==> src/rtl/sync_fifo.sv <==
// Single-clock FIFO with a registered read port and combinational full/empty flags.
// A push into a full FIFO is accepted when a pop is accepted in the same cycle.
module sync_fifo #(
  parameter int unsigned WIDTH = 4,
  parameter int unsigned DEPTH = 8,
  localparam int unsigned AW   = $clog2(DEPTH)
) (
  input  logic             clk,
  input  logic             reset,
  input  logic [WIDTH-1:0] data_in,
  input  logic             push,
  input  logic             pop,
  output logic [WIDTH-1:0] data_out,
  output logic             fifo_full,
  output logic             fifo_empty
);

  typedef logic [AW-1:0] ptr_t;
  typedef logic [AW:0]   cnt_t;

  logic [WIDTH-1:0] mem [DEPTH];

  ptr_t wr_ptr_q, rd_ptr_q;
  cnt_t count_q, count_d;
  logic push_ok, pop_ok;

  assign fifo_empty = (count_q == cnt_t'(0));
  assign fifo_full  = (count_q == cnt_t'(DEPTH));

  assign pop_ok  = pop && !fifo_empty;
  assign push_ok = push && (!fifo_full || pop_ok);

  always_comb begin
    count_d = count_q;
    if (push_ok && !pop_ok) begin
      count_d = count_q + cnt_t'(1);
    end else if (pop_ok && !push_ok) begin
      count_d = count_q - cnt_t'(1);
    end
  end

  always_ff @(posedge clk) begin
    if (reset) begin
      wr_ptr_q <= '0;
      rd_ptr_q <= '0;
      count_q  <= '0;
      data_out <= '0;
    end else begin
      if (push_ok) begin
        wr_ptr_q <= wr_ptr_q + ptr_t'(1);
      end
      if (pop_ok) begin
        data_out <= mem[rd_ptr_q];
        rd_ptr_q <= rd_ptr_q + ptr_t'(1);
      end
      count_q <= count_d;
    end
  end

  // Storage is never cleared; reset only gates the write enable.
  always_ff @(posedge clk) begin
    if (!reset && push_ok) begin
      mem[wr_ptr_q] <= data_in;
    end
  end

endmodule

==> config.mk <==
export PLATFORM = sky130hd
export DESIGN_NAME = sync_fifo
export DESIGN_NICKNAME = d
export VERILOG_FILES = /design/src/rtl/sync_fifo.sv
export SDC_FILE = /design/constraint.sdc
export NUM_CORES = 1
export LEC_CHECK = 0
export ABC_AREA = 0
export CAP_MARGIN = 5
export CORE_MARGIN = 1
export CORE_UTILIZATION = 60
export CTS_BUF_LIST = sky130_fd_sc_hd__clkbuf_2
export CTS_CLUSTER_DIAMETER = 50
export DETAILED_ROUTE_END_ITERATION = 6
export GPL_ROUTABILITY_DRIVEN = 0
export HOLD_SLACK_MARGIN = 0.15
export PLACE_DENSITY = 0.81
export SLEW_MARGIN = 10
export SYNTH_ARGS = -nofsm -noshare
export SYNTH_HDL_FRONTEND = slang
export SYNTH_SLANG_ARGS = --single-unit
export TNS_END_PERCENT = 5
==> constraint.sdc <==
create_clock -name clk -period 3.3 [get_ports clk]
set_input_delay 0.66 -clock clk [delete_from_list [all_inputs] [get_ports clk]]
set_output_delay 0.66 -clock clk [all_outputs]
set_load 0.02 [all_outputs]
==> metrics.md <==
| Metric | Value |
|---|---|
| Combinational share of power | 31.1% |
| Sequential share of power | 52.0% |
| WL/cell | 16.6 µm |
| Post-CTS sizing | 0 |
| Total grt overflow | 0 |
| Clk_lat worst skew | 0.43 ns |
| Switch Pwr | 496 µW |
| Starting Density | 63.2% |
| Worst endpoint required time | 3.66 ns |
| Die height | 58.7 µm |
| Internal | 986 µW |
| Root buffer selected by CTS | clkbuf_2 |
| Worst rel slew slack | 51.7% |
| Startpoint Class | flop |
| Area Overhead vs Synth | 12.4% |
| Final WL | 3260 µm |
| Synthesis-stage register bit count | 46 |
| Die X | 58.7 µm |
| Clock tree buffer depth | 2 |
| Share of post-route cells with drive strength above 1 | 18.4% |
| Setup CP Type | reg2reg |
| Core area | 0.00305 mm² |
| Layout Nets | 165 |
| Fin. Hold Viols | 0 |
| Port-buffer cells | 13 |
| Critical Path End Type | flop |
| Initial antenna violation count | 0 |
| Min Tclk post-route | 2.84 ns |
| Seq/Total Area, Yosys | 64.3% |
| Largest net degree at the start of global routing | 17 |
| Synth warnings | 0 |
| Fill cells | 209 |
| Post-DR vias/cell | 5.59 |
| Max_cap viols | 0 |
| Post-place setup slack | 0.249 ns |
| Maximum vdd drop | 400 µV |
| H-tree levels | 2 |
| Inserted Diodes | 0 |
| Outcome | finished clean |
| Peak Freq | 353 MHz |
| WP data arrival | 3.19 ns |
| Multi-input logic area | 647 µm² |
| Clock share of power | 16.9% |
| Post-synthesis cell type count | 33 |
| Total Routing Usage GR | 22.6% |
| CTS tree | yes |
| Row count | 20 |
| I/O pin count | 14 |
| Synthesized area | 0.00193 mm² |
| Final setup vio count | 0 |
| Syn_area_per_cell | 14.5 µm² |
| Total CTS buffers | 5 |
| Final period util | 86.0% |
| Tightest Hold Check Type | reg2reg |
| RSZ-0062 raised after global routing | false |
| Critical path peak fanout | 6 |
| Final slew viol count | 0 |
| First-pass GRT wire length | 5310 µm |
| Post-CTS Setup Inserts | 0 |
| Reg clk slew, reported paths | 0.24 ns |
| Area share of the leading cell type in the synthesized netlist | 49.8% |
| Synth Instances | 133 |
| Post-DP HPWL | 2290 µm |
| Synthesized Nets | 147 |
| Leakage | 0.735 nW |
| Vias | 1096 |
| Die ar. | 0.00345 mm² |
| Tightest Pin Transition | 0.718 ns |
| Clock sinks | 46 |
| Drt first pass iters | 4 |
| Register Area | 0.00124 mm² |
| Remaining antenna violation count after routing | 0 |
| Post-Route Setup TNS | 0 ns |
| DRC violations left | 0 |
| Commonest non-fill, non-tap cell in the layout | edfxtp_1 |
| Area leader, netlist | edfxtp_1 |
| Initial DRC Count | 66 |
| Pwr/cell area | 683 mW/mm² |
| Top cells by area, synth | edfxtp_1 (50%), dfxtp_1 (15%), mux4_2 (9.3%), nor2_1 (3.9%), ha_1 (3.2%) |
| Final worst slack | 0.464 ns |
| Cts hold-fix bufs | 0 |
| Clock Skews | 0.00497 ns |
| Net Sw Frac | 33.5% |
| Most frequent cells in the layout | edfxtp_1 (32), nor2_1 (20), dfxtp_1 (14), clkdlybuf4s50_1 (13), mux4_2 (8) |
| Vias in the first global route | 1136 |
==> cell families (layout without fill, tap and decap cells) <==
family | Yosys count | after routing | share of synthesized area (%)
AOI/OAI and AO/OA | 12 | 12 | 4.60
xor gates and xnor gates | 6 | 6 | 3.11
adders and majority gates | 6 | 6 | 4.28
buffers and inverters | 10 | 29 | 2.20
DFF | 46 | 46 | 64.3
muxes | 11 | 11 | 11.0
and+or+nand+nor | 42 | 42 | 10.6
==> synthesized netlist by cell type <==
library cell / n
a211oi_1: 1
a21oi_1: 3
a31oi_1: 1
buf_1: 1
buf_2: 2
clkbuf_1: 3
dfxtp_1: 14
edfxtp_1: 32
fa_1: 1
ha_1: 5
inv_1: 3
inv_4: 1
mux2_2: 1
mux2i_1: 2
mux4_2: 8
nand2_1: 5
nand2_2: 2
nand2b_2: 1
nand3_1: 1
nand3b_1: 1
nor2_1: 20
nor2b_1: 1
nor3_1: 7
nor4_1: 2
nor4b_1: 1
o211ai_1: 1
o21ai_4: 1
o22ai_1: 4
o41a_1: 1
or4b_4: 1
xnor2_1: 2
xnor2_2: 1
xor2_1: 3
==> power groups by stage <==
stage	Clock [mW]	Combinational [mW]	Sequential [mW]
final	0.250	0.461	0.770
after global routing	0.271	0.499	0.786
after CTS	0.257	0.462	0.772
after detailed placement	0	0.462	0.784
after global placement	0	0.446	0.780
after floorplan	0	0.349	0.754
==> metal layers <==
metal	global-route usage [%]	up-vias	wire (µm)
li1	-	536	-
met1	30.9	522	1570
met2	33.6	30	1490
met3	6.59	8	154
met4	10.5	0	48
met5	0	-	0
==> registers in the layout, indices dropped and copies added, names as in the netlist <==
name and cells:
wr_ptr_q 3, rd_ptr_q 3, mem 32, count_q 4, data_out 4
==> critical path: stages (launching register included) <==
cell      delay (ns)
dfxtp_1         0.44
or4b_4          0.58
o21ai_4         0.25
inv_4           0.08
ha_1            0.19
inv_1           0.14
ha_1            0.29
a21oi_1         0.20
a211oi_1        0.10
a31oi_1         0.16
mux2_2          0.34
==> per-stage QoR <==
step / util (%) / hold slack, ns / std cells / cell area (µm²) / total power [mW]
final: 71.1 / 0.509 / 196 / 2170 / 1.48
after global routing: 71.1 / 0.540 / 196 / 2170 / 1.56
after CTS: 71.1 / 0.516 / 196 / 2170 / 1.49
after detailed placement: 69.5 / 0.490 / 188 / 2120 / 1.25
after global placement: 69.5 / 0.481 / 188 / 2120 / 1.23
after floorplan: - / 0.502 / 133 / 1930 / 1.10
==> cell type report <==
class	instances	share of cell area (%)
sequential	46	57.2
multi-input combinational	77	29.8
timing repair buffer	17	7.38
tap	44	2.54
clock buffer	5	1.15
clock inverter	3	1.15
inverter	4	0.807
==> final timing paths <==
kind,from,end,slack [ns],cells after the start
hold / removal,data_out[2],data_out[2],0.51,2
setup / recovery,count_q[0],count_q[3],0.46,10
setup reg to reg,count_q[0],count_q[3],0.46,10
hold reg to reg,data_out[2],data_out[2],0.51,2
Power figures use the tool's default switching activity.
